### src/rtl/bit_serial_subtractor.sv
// bit_serial_subtractor
//   LSB-first bit-serial subtractor. It computes diff = a - b one bit per clock,
//   using a single full-subtract cell and a registered borrow flop.
//   A run takes exactly WIDTH SHIFT cycles, followed by one DONE cycle.
//
// Optional feature: define BSUB_ADD_MODE_EN to add the bsub_mode port.
//   mode=0 : subtract
//   mode=1 : add (A+B). bsub_borrow then carries the carry-out.
//   Timing is identical in both builds.
//
// Ports
//   bsub_clk     in   1      system clock, rising edge
//   bsub_rst_n   in   1      async active-low reset
//   bsub_start   in   1      request, accepted only in IDLE
//   bsub_mode    in   1      0=sub, 1=add (BSUB_ADD_MODE_EN builds only)
//   bsub_a       in   WIDTH  minuend, sampled on accept
//   bsub_b       in   WIDTH  subtrahend, sampled on accept
//   bsub_busy    out  1      high while in SHIFT
//   bsub_done    out  1      one-cycle pulse, result valid
//   bsub_diff    out  WIDTH  result register
//   bsub_borrow  out  1      final borrow (unsigned a<b) / carry-out in add mode
//   bsub_ovf     out  1      signed two's-complement overflow

// One-bit full subtract / full add cell.
//   The sum bit is the same for both operations.
//   Only the borrow/carry term differs.
module bsub_cell (
  input  logic a,
  input  logic b,
  input  logic c,
  input  logic add,
  output logic d,
  output logic c_next
);
  logic br_n, cy_n;

  assign d      = a ^ b ^ c;
  assign br_n   = (~a & b) | (~(a ^ b) & c);
  assign cy_n   = (a & b) | (a & c) | (b & c);
  assign c_next = add ? cy_n : br_n;
endmodule

module bit_serial_subtractor #(
  parameter int WIDTH = 8
) (
  input  logic             bsub_clk,
  input  logic             bsub_rst_n,
  input  logic             bsub_start,
`ifdef BSUB_ADD_MODE_EN
  input  logic             bsub_mode,
`endif
  input  logic [WIDTH-1:0] bsub_a,
  input  logic [WIDTH-1:0] bsub_b,
  output logic             bsub_busy,
  output logic             bsub_done,
  output logic [WIDTH-1:0] bsub_diff,
  output logic             bsub_borrow,
  output logic             bsub_ovf
);
  localparam int CNT_W = $clog2(WIDTH + 1);

  localparam logic [1:0] S_IDLE  = 2'd0;
  localparam logic [1:0] S_SHIFT = 2'd1;
  localparam logic [1:0] S_DONE  = 2'd2;

  logic [1:0]       state;
  logic [WIDTH-1:0] a_sr, b_sr;
  logic             br_q;
  logic [CNT_W-1:0] cnt;
  logic             add_sel;

  logic             cell_d, cell_cn;
  logic             accept, last_bit;
  logic             ovf_fin;

`ifdef BSUB_ADD_MODE_EN
  logic mode_q;

  always_ff @(posedge bsub_clk or negedge bsub_rst_n) begin
    if (!bsub_rst_n)                          mode_q <= 1'b0;
    else if (state == S_IDLE && bsub_start)   mode_q <= bsub_mode;
  end

  assign add_sel = mode_q;
`else
  assign add_sel = 1'b0;
`endif

  assign accept   = (state == S_IDLE) && bsub_start;
  assign last_bit = (state == S_SHIFT) && (cnt == CNT_W'(WIDTH - 1));

  bsub_cell u_cell (
    .a      (a_sr[0]),
    .b      (b_sr[0]),
    .c      (br_q),
    .add    (add_sel),
    .d      (cell_d),
    .c_next (cell_cn)
  );

  // On the last bit, a_sr[0]/b_sr[0] hold the original operand MSBs.
  //   Sub overflows when the signs differ and the result sign flips away from a.
  //   Add overflows when the signs match and the result sign differs from a.
  always_comb begin
    ovf_fin = 1'b0;
    if (add_sel) ovf_fin = ~(a_sr[0] ^ b_sr[0]) & (cell_d ^ a_sr[0]);
    else         ovf_fin =  (a_sr[0] ^ b_sr[0]) & (cell_d ^ a_sr[0]);
  end

  // DONE always returns to IDLE, so a start held high in DONE is not queued.
  always_ff @(posedge bsub_clk or negedge bsub_rst_n) begin
    if (!bsub_rst_n) begin
      state <= S_IDLE;
    end else begin
      case (state)
        S_IDLE:  if (bsub_start) state <= S_SHIFT;
        S_SHIFT: if (last_bit)   state <= S_DONE;
        S_DONE:                  state <= S_IDLE;
        default:                 state <= S_IDLE;
      endcase
    end
  end

  // Datapath: operand shift registers, borrow flop and bit counter.
  always_ff @(posedge bsub_clk or negedge bsub_rst_n) begin
    if (!bsub_rst_n) begin
      a_sr <= '0;
      b_sr <= '0;
      br_q <= 1'b0;
      cnt  <= '0;
    end else if (accept) begin
      a_sr <= bsub_a;
      b_sr <= bsub_b;
      br_q <= 1'b0;
      cnt  <= '0;
    end else if (state == S_SHIFT) begin
      a_sr <= a_sr >> 1;
      b_sr <= b_sr >> 1;
      br_q <= cell_cn;
      cnt  <= cnt + 1'b1;
    end
  end

  // Result registers.
  //   diff fills from the MSB end, so after WIDTH shifts bit 0 holds result bit 0.
  //   borrow/ovf clear on accept and load on the final bit.
  always_ff @(posedge bsub_clk or negedge bsub_rst_n) begin
    if (!bsub_rst_n) begin
      bsub_diff   <= '0;
      bsub_borrow <= 1'b0;
      bsub_ovf    <= 1'b0;
    end else if (accept) begin
      bsub_borrow <= 1'b0;
      bsub_ovf    <= 1'b0;
    end else if (state == S_SHIFT) begin
      bsub_diff <= {cell_d, bsub_diff[WIDTH-1:1]};
      if (last_bit) begin
        bsub_borrow <= cell_cn;
        bsub_ovf    <= ovf_fin;
      end
    end
  end

  assign bsub_busy = (state == S_SHIFT);
  assign bsub_done = (state == S_DONE);
endmodule

### config.mk
export PLATFORM = sky130hd
export DESIGN_NAME = bit_serial_subtractor
export DESIGN_NICKNAME = d
export VERILOG_FILES = /design/src/rtl/bit_serial_subtractor.sv
export SDC_FILE = /design/constraint.sdc
export NUM_CORES = 1
export LEC_CHECK = 0
export CAP_MARGIN = 20
export CORE_AREA = 10 10 67 69
export DETAILED_ROUTE_END_ITERATION = 10
export DIE_AREA = 0 0 77 79
export GPL_TIMING_DRIVEN = 0
export PLACE_DENSITY = 0.75
export SLEW_MARGIN = 10
export SYNTH_ARGS = -nofsm -noshare
export SYNTH_HDL_FRONTEND = slang
export SYNTH_SLANG_ARGS = --single-unit
### constraint.sdc
create_clock -name bsub_clk -period 2.3 [get_ports bsub_clk]
set_input_delay 0.345 -clock bsub_clk [delete_from_list [all_inputs] [get_ports bsub_clk]]
set_output_delay 0.345 -clock bsub_clk [all_outputs]
set_load 0.05 [all_outputs]
==> results.toml, run 1 <==
[outcome]
status = "complete, no violations"

[global_routing]
grt_pass1_wl_um = 6127
grt_max_degree = 34
grt_pass1_vias = 1369
antenna_found_initial = 0
grt_overflow = 0
grt_use_total_pct = 12.25

[place]
hpwl_um = 2648
io_buffers = 30
dpl.cell_count = 237
dpl_cell_area_um2 = 1883
gp_congestion = 0.7828

[clock_network]
clock_sinks = 33
clk_transition_reported_paths_ns = 0.10
cts.path.max_buffers = 2
root_buffer = "clkbuf_4"
clock_latency_ns = 0.34
tritoncts = "built"
postCtsHoldBufs = 0
htreeDepth = 2
cts_buffers = 5

[cells_and_area]
layout-drive-gt1-share_pct = 7.107
layout.nets = 219
area_delta_synth_final_pct = 26.49
final_cells = 243
utilization_pct = 59.89
fillers = 302
antennaDiodeCount = 0
final_cell_area_um2 = 1936

[routing]
drc = 0
ant_nets = 0
wire_per_inst_um = 14.65
vias_per_cell = 5.407
first_pass_iters = 4
drt_iter0_markers = 104
wl_um = 3561
vias = 1314

[run]
maxCapViolCount = 0

[synth]
syn_area_per_cell_um2 = 9.504
synth.cell_area_um2 = 1530
ys_seq_area_share_pct = 53.97
syn-num-nets = 183
yosys_warnings = 0
ys_ff_latch = 33
synthCells = 161
ys_types = 24

[setup_path]
end_kind = "output pin"
crit_fanout = 10
worst_ep_required_time_ns = 1.96
cp.arrival_ns = 1.82
worstSetupStartpointType = "register"
crit_type = "reg2out"

[pwr]
vdd_ir_drop_max_mv = 0.5873
power-per-cell-area_nw_per_um2 = 1392
p_leak_uw = 0.0008592
p_total_uw = 2694

[sta]
skew_ns = 0.006533
finalSetupViolations = 0
drv_slew = 0
slew_headroom_pct = 52.38
rsz0062_at_grt = "false"
finalHoldViolCount = 0
fmax_ghz = 0.4615
worstMarginPinSlew_ns = 0.7143
fin_crit_sh_pct = 94.20
min_period_ns = 2.167
worst_hold_slack_ns = 0.04799

[worst_hold_path]
hp-class = "in2async"

[floorplanning]
io_pins = 31
dieArea_um2 = 6083
die_w_um = 77
dieHeight_um = 79
start_util_pct = 47.35
fp.coreArea_um2 = 3232
rows = 21
[routing by layer]
layer | routed length [um] | vias up | track usage (%)
li1 | - | 629 | -
met1 | 1482 | 638 | 13.20
met2 | 1745 | 42 | 20.83
met3 | 298 | 5 | 5.856
met4 | 34 | 0 | 4.197
met5 | 0 | - | 0
[area by class of cell]
cell class / instances / area [um^2] / share of cell area, %
multi-input combinational: 115 / 648.1 / 33.48
inverter: 3 / 11.26 / 0.5818
timing repair buffer: 30 / 296.5 / 15.32
sequential: 33 / 825.8 / 42.66
buffer: 9 / 41.29 / 2.133
tap: 46 / 57.56 / 2.973
clock buffer: 7 / 55.05 / 2.844
[final timing paths]
kind                                 start           end  slack [ns]  cells past startpoint
worst max register to register     a_sr[0]      bsub_ovf        0.60                      5
worst min register to register     b_sr[1]       b_sr[1]        0.49                      2
worst max-delay path              state[0]     bsub_busy        0.13                      4
min in group bsub_clk              b_sr[1]       b_sr[1]        0.49                      2
worst min-delay path            bsub_rst_n  bsub_diff[6]        0.05                      1
max in group asynchronous       bsub_rst_n       b_sr[2]        1.79                      1
[flip-flops by register name, summed over array words and instances, names as in the netlist]
register	count
bsub_diff	8
state	2
b_sr	8
bsub_ovf	1
cnt	4
a_sr	8
bsub_borrow	1
br_q	1
[cells by family (layout without fill, tap and decap cells)]
group	after synthesis	in the layout	share of synthesized area (%)
AO/OA/AOI/OAI	49	49	19.38
XOR/XNOR	1	1	0.5725
adder cells (fa/ha/maj)	3	3	2.943
buffers and inverters	13	49	3.679
flip-flops	33	33	53.97
multiplexers	1	1	0.6542
AND/OR/NAND/NOR	61	61	18.81
[synth_stat cells]
cell type  instances  area share, %
a22o_1             2            1.1
nand3_1            6            2.0
a2bb2oi_1          1           0.57
dfrtp_1           33             54
or4_1              1           0.49
clkbuf_1           4           0.98
inv_1              3           0.74
xor2_1             1           0.57
a21oi_1           12            3.9
buf_2              6            2.0
nand2_1           35            8.6
or3_1              1           0.41
o21ai_0           18            5.9
fa_1               1            1.3
a22oi_1           14            6.9
and2b_1            1           0.49
o21bai_1           1           0.49
o211ai_1           1           0.49
nand3b_1           1           0.49
ha_1               2            1.6
nor2_1             1           0.25
nor2b_1           13            5.3
mux2i_1            1           0.65
nand2b_1           2           0.82
[worst max-delay path, cell delays in order, from the launching register on]
cell and delay, ns:
dfrtp_1 0.47, nand2b_1 0.17, inv_1 0.10, buf_2 0.21
clkdlybuf4s15_1 0.54
[cells in the final DEF, fill, tap and decap left out, types with 2 or more instances in the layout]
master,synthesis,layout
nand2_1,35,35
dfrtp_1,33,33
clkdlybuf4s50_1,0,27
o21ai_0,18,18
a22oi_1,14,14
nor2b_1,13,13
a21oi_1,12,12
buf_2,6,7
nand3_1,6,6
clkbuf_4,0,5
clkbuf_1,4,4
inv_1,3,3
nand2b_1,2,2
a22o_1,2,2
ha_1,2,2
[per-stage QoR]
stage / TNS, ns / setup slack, ns
after floorplan: 0 / 0.4507
after global placement: 0 / 0.01157
after detailed placement: -0.02757 / -0.02757
after CTS: 0 / 0.03433
after global routing: 0 / 0.01226
final: 0 / 0.1334
[what timing repair did]
action                                  4_1_cts  5_1_grt
hold endpoints to repair                      0        0
endpoints found under the setup margin        2        2
setup buffers                                 0        0
resized for setup                             4        1
[power by group]
group	total, uW	switching (uW)	internal (uW)
Combinational	1350	850	500
Clock	332	188	144
Sequential	1010	190	822
Total	2690	1230	1470
Power figures use the tool's default switching activity.
==> run 2: changes to the inputs <==
- SLEW_MARGIN: 10 -> 20
==> results of run 2 <==
The final DEF is identical to that of run 1; final timing and power are the same.
==> run 3: changes to the inputs <==
- ABC_AREA: unset -> 1
- CORE_AREA: 10 10 67 69 -> 10 10 66 68
- DIE_AREA: 0 0 77 79 -> 0 0 76 78
- PLACE_DENSITY: 0.75 -> 0.76
==> results.toml, run 3 <==
[sta]
finalHoldViolCount = 0
fin_crit_sh_pct = 90.33
postLayoutSetupSlackWorst_ns = 0.2224
tns_ns = 0
worst_hold_slack_ns = 0.05031
rsz0062_at_grt = "false"
drv_slew = 0
min_period_ns = 2.078
slew_headroom_pct = 52.55
skew_ns = 0.006462
finalSetupViolations = 0
fmax_ghz = 0.4813
worstMarginPinSlew_ns = 0.7118

[synth]
syn-num-nets = 191
synth.cells.most_frequent = "nand2_1 (54), nand3_1 (38), dfrtp_1 (33), o21ai_0 (10), inv_1 (9)"
synth.most_common_cell = "nand2_1"
syn_area_per_cell_um2 = 8.751
synth_flop_cell = "dfrtp_1"
ys_types = 17
synth_edf_count = 0
netlist.area_leader.share_pct = 55.84
synthCells = 169
synth_area_leaders = "dfrtp_1 (56%), nand2_1 (14%), nand3_1 (13%), o21ai_0 (3.4%), inv_1 (2.3%)"
ys_seq_area_share_pct = 55.84
yosys.area.top_type = "dfrtp_1"
yosys_warnings = 0
synth_async_sr_flop_share_pct = 100.0
ys_ff_latch = 33
synth.cell_area_um2 = 1479

[clock_network]
clock_latency_ns = 0.33
post_cts_buffers = 0
root_buffer = "clkbuf_4"
postCtsHoldBufs = 0
htreeDepth = 2
cts.path.max_buffers = 2
tritoncts = "built"
clk_transition_reported_paths_ns = 0.10
cts_buffers = 5
clock_sinks = 33

[routing]
ant_nets = 0
wire_per_inst_um = 13.86
vias = 1327
first_pass_iters = 4
wl_um = 3506
drc = 0
vias_per_cell = 5.245
drt_iter0_markers = 118

[global_routing]
grt_overflow = 0
grt_use_total_pct = 12.38
grt_pass1_vias = 1319
grt_max_degree = 34
antenna_found_initial = 0
grt_pass1_wl_um = 6003

[pwr]
vdd_ir_drop_max_mv = 0.5818
p_leak_uw = 0.0008965
power-per-cell-area_nw_per_um2 = 1377

[cells_and_area]
final_common_cell = "nand2_1"
layout.nets = 228
fillers = 290
seqCellArea_um2 = 825.8
final_cell_area_um2 = 1876
multiInputGateArea_um2 = 570.5
antennaDiodeCount = 0
area_delta_synth_final_pct = 26.82
final_cell_mix = "nand2_1 (54), nand3_1 (38), dfrtp_1 (33), clkdlybuf4s50_1 (28), o21ai_0 (10)"
reg.largest.list = "a_sr (8), b_sr (8), bsub_diff (8)"
layout-drive-gt1-share_pct = 9.179

[place]
hpwl_um = 2585
io_buffers = 30
gp_congestion = 0.7668
dpl_cell_area_um2 = 1832
pre_cts_slack_ns = 0.1231

[setup_path]
worst_ep_required_time_ns = 1.96
cpMaxStageDelayCell = "clkdlybuf4s50_1"
end_kind = "output pin"
crit_type = "reg2out"
crit_fanout = 4
max_stage_delay_ns = 0.81
cp.arrival_ns = 1.73
worstSetupStartpointType = "register"
crit_chain = "nor2_1, clkdlybuf4s50_1"

[floorplanning]
fp.coreArea_um2 = 3179
io_pins = 31
dieArea_um2 = 5928
rows = 21
start_util_pct = 46.52
die_w_um = 76
dieHeight_um = 78

[worst_hold_path]
hp-class = "in2async"

[run]
maxCapViolCount = 0

[outcome]
status = "complete, no violations"
## run 3: per-stage QoR
stage	util (%)	power, uW	std cells
2_1_floorplan	-	1866	169
3_3_place_gp	57.77	2242	245
3_5_place_dp	57.62	2304	245
4_1_cts	59.11	2611	253
5_1_grt	58.99	2776	253
6_report	58.99	2583	253
## run 3: critical path, delay by kind of cell (launching register included)
kind | cells | cell delay [ns]
AND/OR/NAND/NOR | 1 | 0.13
flip-flops | 1 | 0.47
buffers and inverters | 1 | 0.81
## run 3: timing repair
item,CTS,global route
endpoints found under the hold margin,0,0
endpoints found under the setup margin,1,1
pin swaps,0,0
resized for setup,1,2
## run 3: cell families (layout without fill, tap and decap cells)
group           Yosys count  count (layout)  share of synthesized area (%)
simple gates            102             102                          30.63
buf+inv                  17              55                          5.583
compound gates           14              14                          4.907
fa+ha+maj                 3               3                          3.045
flops                    33              33                          55.84
## run 3: path summary, 6_finish.rpt
| path | start | to | slack (ns) | cells past startpoint |
|---|---|---|---|---|
| worst max-delay path | state[0] | bsub_done | 0.22 | 2 |
| worst min-delay path | bsub_rst_n | bsub_borrow | 0.05 | 1 |
| worst max register to register | a_sr[0] | bsub_ovf | 0.81 | 8 |
| worst min register to register | bsub_diff[0] | bsub_diff[0] | 0.50 | 2 |
| max in group asynchronous | bsub_rst_n | a_sr[4] | 1.79 | 1 |
| min in group bsub_clk | bsub_diff[0] | bsub_diff[0] | 0.50 | 2 |
## run 3: layout make-up
| type | instances | share of cell area [%] |
|---|---|---|
| Clock buffer | 8 | 2.602 |
| Tap cell | 46 | 3.069 |
| Buffer | 7 | 2.402 |
| Timing Repair Buffer | 30 | 15.48 |
| Sequential cell | 33 | 44.03 |
| Multi-Input combinational cell | 119 | 30.42 |
| Inverter | 10 | 2.001 |
## run 3: report_power, final
group,internal (uW),switching (uW)
combinational,445,842
sequential,819,175
clock,122,181
total,1390,1200
## run 3: routing by layer
| layer | up-vias | track usage [%] | part of all wire [%] |
|---|---|---|---|
| li1 | 626 | - | - |
| met1 | 649 | 13.90 | 42 |
| met2 | 45 | 19.64 | 49 |
| met3 | 7 | 5.069 | 6.8 |
| met4 | 0 | 6.818 | 2.0 |
| met5 | - | 0 | 0 |
